$ cat src/rtl/sprite_compositor.sv
// sprite_compositor: pipelined sprite hit test, ROM addressing and transparency keying.
// Holds NUM_SLOTS double-buffered descriptors (shadow written any time, active set
// updated on frame_start) plus per-slot animation frame counters.
// Pipeline: stage 1 hit test, stage 2 ROM address, stage 3 texel keying. The ROM
// answers one cycle after rom_addr, so color/draw are formed from rom_data and
// stage-3 registers, giving out_valid three cycles after pix_valid.
// Optional feature: define SPRITE_COMPOSITOR_FLIP_EN to add wr_flip and a per-slot
// horizontal mirror.
module sprite_compositor #(
  parameter int NUM_SLOTS  = 8,
  parameter int SPR_W      = 45,
  parameter int SPR_H      = 70,
  parameter int NUM_FRAMES = 4,
  parameter int FRAME_DIV  = 8,
  parameter int ROM_AW     = 16,
  parameter int TRANSP_KEY = 63
) (
  input  logic                         Clk,
  input  logic                         Reset,
  input  logic                         wr_en,
  input  logic [$clog2(NUM_SLOTS)-1:0] wr_slot,
  input  logic [10:0]                  wr_x,
  input  logic [10:0]                  wr_y,
  input  logic                         wr_enable,
  input  logic                         wr_anim,
  input  logic [ROM_AW-1:0]            wr_base,
`ifdef SPRITE_COMPOSITOR_FLIP_EN
  input  logic                         wr_flip,
`endif
  input  logic                         frame_start,
  input  logic                         pix_valid,
  input  logic [10:0]                  vga_x,
  input  logic [10:0]                  vga_y,
  output logic [ROM_AW-1:0]            rom_addr,
  input  logic [5:0]                   rom_data,
  output logic                         out_valid,
  output logic [5:0]                   color,
  output logic                         draw,
  output logic [$clog2(NUM_SLOTS)-1:0] hit_slot
);

  localparam int SW       = $clog2(NUM_SLOTS);
  localparam int FW       = (NUM_FRAMES > 1) ? $clog2(NUM_FRAMES) : 1;
  localparam int DW       = (FRAME_DIV > 1) ? $clog2(FRAME_DIV) : 1;
  localparam int LXW      = (SPR_W > 1) ? $clog2(SPR_W) : 1;
  localparam int LYW      = (SPR_H > 1) ? $clog2(SPR_H) : 1;
  localparam int FRAME_SZ = SPR_W * SPR_H;

  typedef struct packed {
    logic [10:0]       x;
    logic [10:0]       y;
    logic              en;
    logic              anim;
    logic [ROM_AW-1:0] base;
`ifdef SPRITE_COMPOSITOR_FLIP_EN
    logic              flip;
`endif
  } desc_t;

  desc_t             sh_q  [NUM_SLOTS];
  desc_t             act_q [NUM_SLOTS];
  desc_t             wr_desc_d;
  logic [FW-1:0]     frame_q [NUM_SLOTS];
  logic [DW-1:0]     div_q;
  logic              wrap_d;

  logic [NUM_SLOTS-1:0] slot_hit_d;
  logic                 any_hit_d;
  logic [SW-1:0]        sel_d;
  logic [LXW-1:0]       lx_d;
  logic [LYW-1:0]       ly_d;

  logic                 s1_valid_q, s1_hit_q;
  logic [SW-1:0]        s1_slot_q;
  logic [LXW-1:0]       s1_lx_q;
  logic [LYW-1:0]       s1_ly_q;

  logic [31:0]          lx_eff_d;
  logic [ROM_AW-1:0]    addr_d;
  logic                 s2_valid_q, s2_hit_q;
  logic [SW-1:0]        s2_slot_q;
  logic [ROM_AW-1:0]    rom_addr_q;

  logic                 s3_valid_q, s3_hit_q;
  logic [SW-1:0]        s3_slot_q;

  // Pack the write-port fields into one descriptor word.
  always_comb begin
    wr_desc_d      = '0;
    wr_desc_d.x    = wr_x;
    wr_desc_d.y    = wr_y;
    wr_desc_d.en   = wr_enable;
    wr_desc_d.anim = wr_anim;
    wr_desc_d.base = wr_base;
`ifdef SPRITE_COMPOSITOR_FLIP_EN
    wr_desc_d.flip = wr_flip;
`endif
  end

  // Shadow/active descriptor banks; a same-cycle write is forwarded into the copy.
  always_ff @(posedge Clk) begin
    if (Reset) begin
      for (int i = 0; i < NUM_SLOTS; i++) begin
        sh_q[i]  <= '0;
        act_q[i] <= '0;
      end
    end else begin
      for (int i = 0; i < NUM_SLOTS; i++) begin
        if (wr_en && (wr_slot == SW'(i))) begin
          sh_q[i] <= wr_desc_d;
        end
        if (frame_start) begin
          act_q[i] <= (wr_en && (wr_slot == SW'(i))) ? wr_desc_d : sh_q[i];
        end
      end
    end
  end

  assign wrap_d = frame_start && (div_q == DW'(FRAME_DIV - 1));

  // Frame divider and per-slot animation counters; a slot write restarts its animation.
  always_ff @(posedge Clk) begin
    if (Reset) begin
      div_q <= '0;
      for (int i = 0; i < NUM_SLOTS; i++) begin
        frame_q[i] <= '0;
      end
    end else begin
      if (frame_start) begin
        div_q <= wrap_d ? '0 : div_q + 1'b1;
      end
      for (int i = 0; i < NUM_SLOTS; i++) begin
        if (wr_en && (wr_slot == SW'(i))) begin
          frame_q[i] <= '0;
        end else if (wrap_d && act_q[i].anim) begin
          frame_q[i] <= (frame_q[i] == FW'(NUM_FRAMES - 1)) ? '0 : frame_q[i] + 1'b1;
        end
      end
    end
  end

  // Per-slot box test in 12 bits so boxes near the right/bottom edge clip instead of wrapping.
  always_comb begin
    slot_hit_d = '0;
    for (int i = 0; i < NUM_SLOTS; i++) begin
      slot_hit_d[i] = act_q[i].en
        && ({1'b0, vga_x} >= {1'b0, act_q[i].x})
        && ({1'b0, vga_x} <  ({1'b0, act_q[i].x} + 12'(SPR_W)))
        && ({1'b0, vga_y} >= {1'b0, act_q[i].y})
        && ({1'b0, vga_y} <  ({1'b0, act_q[i].y} + 12'(SPR_H)));
    end
  end

  // Priority encoder: scanning downwards leaves the lowest-index hitting slot selected.
  always_comb begin
    any_hit_d = |slot_hit_d;
    sel_d     = '0;
    for (int i = NUM_SLOTS - 1; i >= 0; i--) begin
      sel_d = slot_hit_d[i] ? SW'(i) : sel_d;
    end
    lx_d = LXW'(vga_x - act_q[sel_d].x);
    ly_d = LYW'(vga_y - act_q[sel_d].y);
  end

  // Stage 1: latch hit result and local coordinates only for valid pixels.
  always_ff @(posedge Clk) begin
    if (Reset) begin
      s1_valid_q <= 1'b0;
      s1_hit_q   <= 1'b0;
      s1_slot_q  <= '0;
      s1_lx_q    <= '0;
      s1_ly_q    <= '0;
    end else begin
      s1_valid_q <= pix_valid;
      if (pix_valid) begin
        s1_hit_q  <= any_hit_d;
        s1_slot_q <= sel_d;
        s1_lx_q   <= lx_d;
        s1_ly_q   <= ly_d;
      end
    end
  end

  // Texel address from registered stage-1 state; mirrored column when flip is set.
  always_comb begin
`ifdef SPRITE_COMPOSITOR_FLIP_EN
    if (act_q[s1_slot_q].flip) begin
      lx_eff_d = 32'(SPR_W - 1) - 32'(s1_lx_q);
    end else begin
      lx_eff_d = 32'(s1_lx_q);
    end
`else
    lx_eff_d = 32'(s1_lx_q);
`endif
    addr_d = ROM_AW'(32'(act_q[s1_slot_q].base)
                   + 32'(frame_q[s1_slot_q]) * 32'(FRAME_SZ)
                   + 32'(s1_ly_q) * 32'(SPR_W)
                   + lx_eff_d);
  end

  // Stage 2: register ROM address (held on a miss) and forward hit state.
  always_ff @(posedge Clk) begin
    if (Reset) begin
      s2_valid_q <= 1'b0;
      s2_hit_q   <= 1'b0;
      s2_slot_q  <= '0;
      rom_addr_q <= '0;
    end else begin
      s2_valid_q <= s1_valid_q;
      s2_hit_q   <= s1_valid_q && s1_hit_q;
      s2_slot_q  <= s1_slot_q;
      if (s1_valid_q && s1_hit_q) begin
        rom_addr_q <= addr_d;
      end
    end
  end

  // Stage 3: align hit state with the texel the ROM returns this cycle.
  always_ff @(posedge Clk) begin
    if (Reset) begin
      s3_valid_q <= 1'b0;
      s3_hit_q   <= 1'b0;
      s3_slot_q  <= '0;
    end else begin
      s3_valid_q <= s2_valid_q;
      s3_hit_q   <= s2_hit_q;
      s3_slot_q  <= s2_hit_q ? s2_slot_q : '0;
    end
  end

  assign rom_addr  = rom_addr_q;
  assign out_valid = s3_valid_q;
  assign hit_slot  = s3_slot_q;
  assign color     = s3_hit_q ? rom_data : 6'd0;
  assign draw      = s3_hit_q && (rom_data != 6'(TRANSP_KEY));

endmodule

$ cat config.mk
export PLATFORM = sky130hd
export DESIGN_NAME = sprite_compositor
export DESIGN_NICKNAME = d
export VERILOG_FILES = /design/src/rtl/sprite_compositor.sv
export SDC_FILE = /design/constraint.sdc
export NUM_CORES = 2
export LEC_CHECK = 0
export CAP_MARGIN = 20
export CORE_ASPECT_RATIO = 0.6
export CORE_MARGIN = 3
export CORE_UTILIZATION = 55
export DETAILED_ROUTE_END_ITERATION = 10
export DONT_BUFFER_PORTS = 1
export PLACE_DENSITY = 0.75
export REMOVE_ABC_BUFFERS = 1
export SETUP_SLACK_MARGIN = 0.5
export SYNTH_ARGS = -nofsm -noshare
export SYNTH_HDL_FRONTEND = slang
export SYNTH_SLANG_ARGS = --single-unit
export TNS_END_PERCENT = 50
$ cat constraint.sdc
create_clock -name Clk -period 7.12 [get_ports Clk]
set_input_delay 1.424 -clock Clk [delete_from_list [all_inputs] [get_ports Clk]]
set_output_delay 1.424 -clock Clk [all_outputs]
set_load 0.02 [all_outputs]
# [Yosys cells after proc, flatten, opt, wreduce, memory -nomap -nowiden]
# Memory sizes are Yosys's and may differ from the RTL's. A register that Yosys moved wholly into a read port is not among the register bits.
# Cells that the tools add are included.
[word_totals] output_inout_bits=27 mem_count=3 reg_bits=47 input_bits=76 elab_cells=307 ram_bits=656
[classes] n_mul=2 mux=123 addsub=30 n_lt_le_gt_ge=32 reduce_logical=54 bitwise=33 eq_ne=17
[memory_table] name="act_q" words=8 word_bits=40 rd=10 rd_ports_with_merged_regs=1 wr=8 line_no="61" source="desc_t act_q [NUM_SLOTS];"
[memory_table] name="sh_q" words=8 word_bits=40 rd=8 rd_ports_with_merged_regs=0 wr=8 line_no="60" source="desc_t sh_q [NUM_SLOTS];"
[memory_table] name="frame_q" words=8 word_bits=2 rd=9 rd_ports_with_merged_regs=1 wr=8 line_no="63" source="logic [FW-1:0] frame_q [NUM_SLOTS];"
[op_table] cell="$mux 40" count=24
[op_table] cell="$lt 11x12->1" count=16
[op_table] cell="$ge 11x11->1" count=16
[op_table] cell="$add 11x6->12 const B" count=8
[op_table] cell="$add 11x7->12 const B" count=8
[op_table] cell="$mux 1" count=61
[op_table] cell="$logic_and 1x1->1" count=51
[op_table] cell="$mux 2" count=24
[op_table] cell="$mux 3" count=13
[op_table] cell="$or 1x1->1" count=32
[op_table] cell="$add 16x13->16" count=1
[op_table] cell="$add 16x14->16" count=1
[op_table] cell="$add 16x6->16" count=1
[op_table] cell="$add 2x1->2 const B" count=8
[op_table] cell="$eq 2x2->1 const B" count=8
[op_table] cell="$eq 3x3->1 const B" count=5
[op_table] cell="$mul 2x11->13 const B" count=1
[op_table] cell="$mul 7x6->13 const B" count=1
[op_table] cell="$reduce_or 8->1" count=1
[op_table] cell="$sub 7x7->7" count=1
[op_table] cell="$eq 3x2->1 const B" count=2
[op_table] cell="$mux 6" count=1
[op_table] cell="$ne 6x6->1 const B" count=1
[op_table] cell="$sub 6x6->6" count=1
[op_table] cell="5 further kinds" count=5

# [Logic depth before layout (Yosys ltp)]
# An unclocked memory read counts as a cell.
[logic_depth] depth_word=16 mapped_depth=31 ltp_nobuf=29

# [Worst setup path before layout]
# Ideal clock, no wire load.
[synth_timing] path_type="input -> register" from="input port Reset" to="memory act_q[0][0] (netlist bit) (enable)" setup_time_ns=0.550 path_slack_ns=0.512 n_path_buf=3 arrival_ns=6.059 path_stages=4 required_ns=6.570 path_cell_list="clkbuf_1 clkbuf_1 clkbuf_1 or2_2"
[synth_rtl] element="from (decl)" line_no="19" source="input logic Reset,"
[synth_rtl] element="to (decl)" line_no="61"

==> results.txt <==
- Multi-input logic area: 20,100 sq um
- Worst-case headroom to the max-slew limit: 26.1%
- The synthesized design contains 656 enable-type register cells.
* Post-layout nets: 4,582
- Combinational logic burns 21.6% of the power.
* Total number of yosys warnings: 0
- Met2 routed wirelength: 52.2 mm
- After floorplanning, the core was sized to cover 75,900 sq um.
* Proportion of synthesized chip area in sequential cells: 48.9%
- The via count of the first global-routing pass is 30,300.
- Clock-pin slew was measured on the worst setup and hold paths at 0.07 ns.
* Number of detailed-route iterations in the first pass: 6
- Summed over all cells, the static leakage comes to 18.7 nW.
- Counting the buffers created by CTS gives 68.
- WS Path Type: flip-flop to flip-flop
- Avg Inst Size Synth: 10.4 sq um
- Worst skew pair latency: 0.67 ns
- Post-synth top area share: 46.5%
- Main area contributors after synthesis: edfxtp_1 (47%), ha_1 (13%), nand2_1 (6.7%), a21oi_1 (5.2%), xnor2_1 (2.8%)
- Net Switching: 0.00332 W
* Internal power: 0.00798 W
- Die area: 80,500 sq um
* Wire length on met3: 17.5 mm
- The most used flip-flop cell after synthesis is edfxtp_1.
- Across the routed clock network, the largest skew measured is 0.0348 ns.
- TritonCTS built the clock tree.
- Vias after detailed routing: 31,300
- H-tree depth: 3
- Number of fillers in the final layout: 6,130
- Part of the power in registers: 45.1%
* Number of DRC markers in iteration 0: 4,112
* Combined global-route utilization of all metal layers: 31.0%
- For this block, the routed nets add up to 125 mm of wire.
- Peak ir drop on the vdd network: 231 uV
- Of all nets on the critical path, the largest fanout is 8.
- Routability congestion estimate: 0.969
- Clock power share: 33.2%
* Post-synthesis instance area: 42,300 sq um
* Count of antenna-violating nets left after detailed routing: 0
- GRT overflow: 0
- Relative to the synthesized area, the layout overhead comes to 9.26%.
* DRC viols: 0
- Of the cells placed in the final design, the portion with a size suffix greater than 1 is 8.63%.
- The synthesized design spends more area on one cell type than any other, namely edfxtp_1.
- Final-report hold violation count: 0
* Count of distinct cell types in the synthesized netlist: 83
- Maximum cell stage delay along the critical path: 0.42 ns
- The final count of pins violating max slew is 0.
- No sink is reached through more buffers than the 3 on the longest clock path.
- Wire length the detailed router placed on met1: 52.1 mm
- Net switching is 29.4% of the power.
- Number of maximum-capacitance constraint violations: 0
- Number of buffers inserted for hold repair after clock tree synthesis: 0
* Maximum number of pins on one net before global-route repair: 177
* Boundary pin count: 103
- The initial antenna violation count was 0.
- Setup repair after global routing could not meet its margin everywhere.
- Result of the run: finished clean
- Floorplan die width: 364 um
* Worst EP required: 7.68 ns
* Routed wirelength normalized by instance count: 24.6 um
* Kind of end point of the critical path: flip-flop
- Port Buf Inserts: 0
- Derived from the worst setup path, the maximum achievable clock frequency is 157 MHz.
* Final Critical Period: 6.37 ns
- After detailed routing, the number of vias per cell comes to 6.15.
- Of all flip-flops after synthesis, the portion carrying an async set or reset was 0%.
* Global-route wire length before repair: 187 mm
- Counting flops and latches in the post-synthesis netlist gives 706.
* Instance count of the mapped netlist: 4,077
* Total clock sinks: 706
- Master cell of the clock root buffer: clkbuf_16
- Critical Path Start Type: flip-flop
- In the final layout, flip-flops and latches occupy 20,700 sq um.
* Initial core utilization: 55.8%
- The largest individual stage delay along the critical path comes from the cell fa_1.
- Setup violations remaining at the end of the flow were counted as 0.
* Number of antenna diodes: 0
* Data arrival time of the critical path: 6.92 ns
- In this run the top signal layer used is met4.
- Final core utilization: 60.9%
- In this run the worst hold path is classified as flip-flop to flip-flop.
- In this run the power density over the cells is 244 nW/um^2.
- After layout, the worst path uses 89.4% of the clock period.
- HPWL after DPL: 83.4 mm
* Final total negative setup slack: 0 ns
* Number of rows created at floorplan: 78
- Vert. Die Dim: 221 um
* Worst-margin pin slew: 1.11 ns
## kinds of logic (layout without fill, tap and decap cells)
kind of cell / count (synthesis) / after routing / synth area share (%)
and+or+nand+nor: 1383 / 1383 / 14.1
AOI/OAI and AO/OA: 761 / 761 / 10.7
DFF: 706 / 706 / 48.9
buffers and inverters: 505 / 518 / 4.54
adders and majority gates: 464 / 464 / 14.3
xor gates and xnor gates: 154 / 154 / 3.19
muxes: 104 / 104 / 4.30
## power by group through the flow
stage | logic, W | registers [W] | clock network, W
after floorplan | 0.00173 | 0.00510 | 0
after global placement | 0.00227 | 0.00517 | 0
after detailed placement | 0.00233 | 0.00518 | 0
after CTS | 0.00236 | 0.00510 | 0.00379
after global routing | 0.00276 | 0.00512 | 0.00394
final | 0.00245 | 0.00510 | 0.00376
## what timing repair did
action | in CTS | in global routing
pin swaps | 2 | 16
setup buffers | 2 | 31
setup endpoints to repair | 5 | 6
gates resized for setup | 9 | 61
## per-layer routing
metal / vias to the layer above / track usage, %
met5: - / 0
met4: 0 / 8.68
met3: 246 / 11.2
met2: 1768 / 43.9
met1: 15000 / 44.9
li1: 14300 / -
## synth_stat cells, types with 12 or more instances
cell type and n:
a211oi_1 29, a21o_1 46, a21oi_1 443, and2_1 46, clkbuf_1 190, dfxtp_1 50, edfxtp_1 656, fa_1 33
ha_1 431, inv_1 303, mux2_2 18, mux2i_1 28, mux4_2 49, nand2_1 756, nand2b_1 76, nand3_1 43
nand4_1 25, nor2_1 303, nor2b_1 25, nor3_1 43, nor4_1 17, o2111ai_1 12, o211ai_1 15, o21a_1 27
o21ai_0 84, or3_1 17, xnor2_1 135, xor2_1 19
## worst paths after layout
| kind | slack (ns) | endpoint | from | cells after the start |
|---|---|---|---|---|
| min | 0.43 | out_valid$_SDFF_PP0_ | s2_valid_q$_SDFF_PP0_ | 1 |
| min reg2reg | 0.43 | out_valid$_SDFF_PP0_ | s2_valid_q$_SDFF_PP0_ | 1 |
| max | 0.75 | s1_ly_q[6]$_SDFFE_PP0P_ | act_q[5][20]$_SDFFCE_PN0P_ | 28 |
| max reg2reg | 0.75 | s1_ly_q[6]$_SDFFE_PP0P_ | act_q[5][20]$_SDFFCE_PN0P_ | 28 |
## cell usage in the layout (no fill, tap or decap), types with 9 or more instances in the layout
cell type  Yosys  layout
nand2b_1      76      67
nor4_1        17      15
nor3_1        43      37
mux2i_1       28      26
o21a_1        27      27
o211ai_1      15      15
nor2b_1       25      25
a21oi_1      443     434
mux2_2        18      18
and2_1        46      46
nand2_1      756     752
nand3_1       43      38
buf_4          2      88
clkinv_1       0      12
a21o_1        46      46
a211oi_1      29      28
o31ai_1       11      11
xnor2_1      135     132
xor2_1        19      19
nor2_1       303     296
fa_1          33      33
mux4_2        49      49
o21ai_0       84      74
or3_1         17      17
a31oi_1       11      10
o2111ai_1     12      12
dfxtp_1       50      48
mux4_1         9       9
clkbuf_16      0      68
inv_1        303     301
clkbuf_1     190       9
edfxtp_1     656     656
nand4_1       25      25
ha_1         431     429
a21oi_2        1      10
## final cells by class
| cell class | count | area share [%] |
|---|---|---|
| clock buffers | 77 | 3.75 |
| multi-input cells | 2866 | 43.5 |
| flip-flops and latches | 706 | 44.7 |
| clock inverters | 41 | 1.05 |
| inverters | 303 | 2.46 |
| repair buffers | 97 | 1.74 |
| well taps | 1000 | 2.70 |
## worst max-delay path, delay by kind of cell (launching register included)
kind | cells | cell delay, ns
and+or+nand+nor | 8 | 1.18
muxes | 3 | 1.02
buffers and inverters | 3 | 0.40
DFF | 1 | 0.41
AOI/OAI and AO/OA | 9 | 1.91
xor gates and xnor gates | 2 | 0.35
adders and majority gates | 3 | 0.96
## registers in the layout, summed over array words and instances (netlist names), named ones only
| signal | flops |
|---|---|
| div_q | 3 |
| s3_hit_q | 1 |
| s2_hit_q | 1 |
| s1_hit_q | 1 |
| sh_q | 320 |
| s1_valid_q | 1 |
| rom_addr | 16 |
| out_valid | 1 |
| hit_slot | 3 |
| s2_valid_q | 1 |
| s1_slot_q | 3 |
| frame_q | 16 |
| act_q | 320 |
| s1_lx_q | 6 |
| s1_ly_q | 7 |
| s2_slot_q | 3 |
## per-stage QoR
stage	setup slack, ns	hold slack (ns)	cells	cell area, sq um	total power (W)
6_report	0.754	0.434	5090	46300	0.0113
5_1_grt	0.470	0.450	5090	46300	0.0118
4_1_cts	0.487	0.432	5058	45800	0.0112
3_5_place_dp	0.0734	0.412	4938	43500	0.00751
3_3_place_gp	0.285	0.418	4938	43500	0.00745
2_1_floorplan	0.0877	0.406	3875	41600	0.00683
No activity file was read; power rests on OpenSTA's default activity.
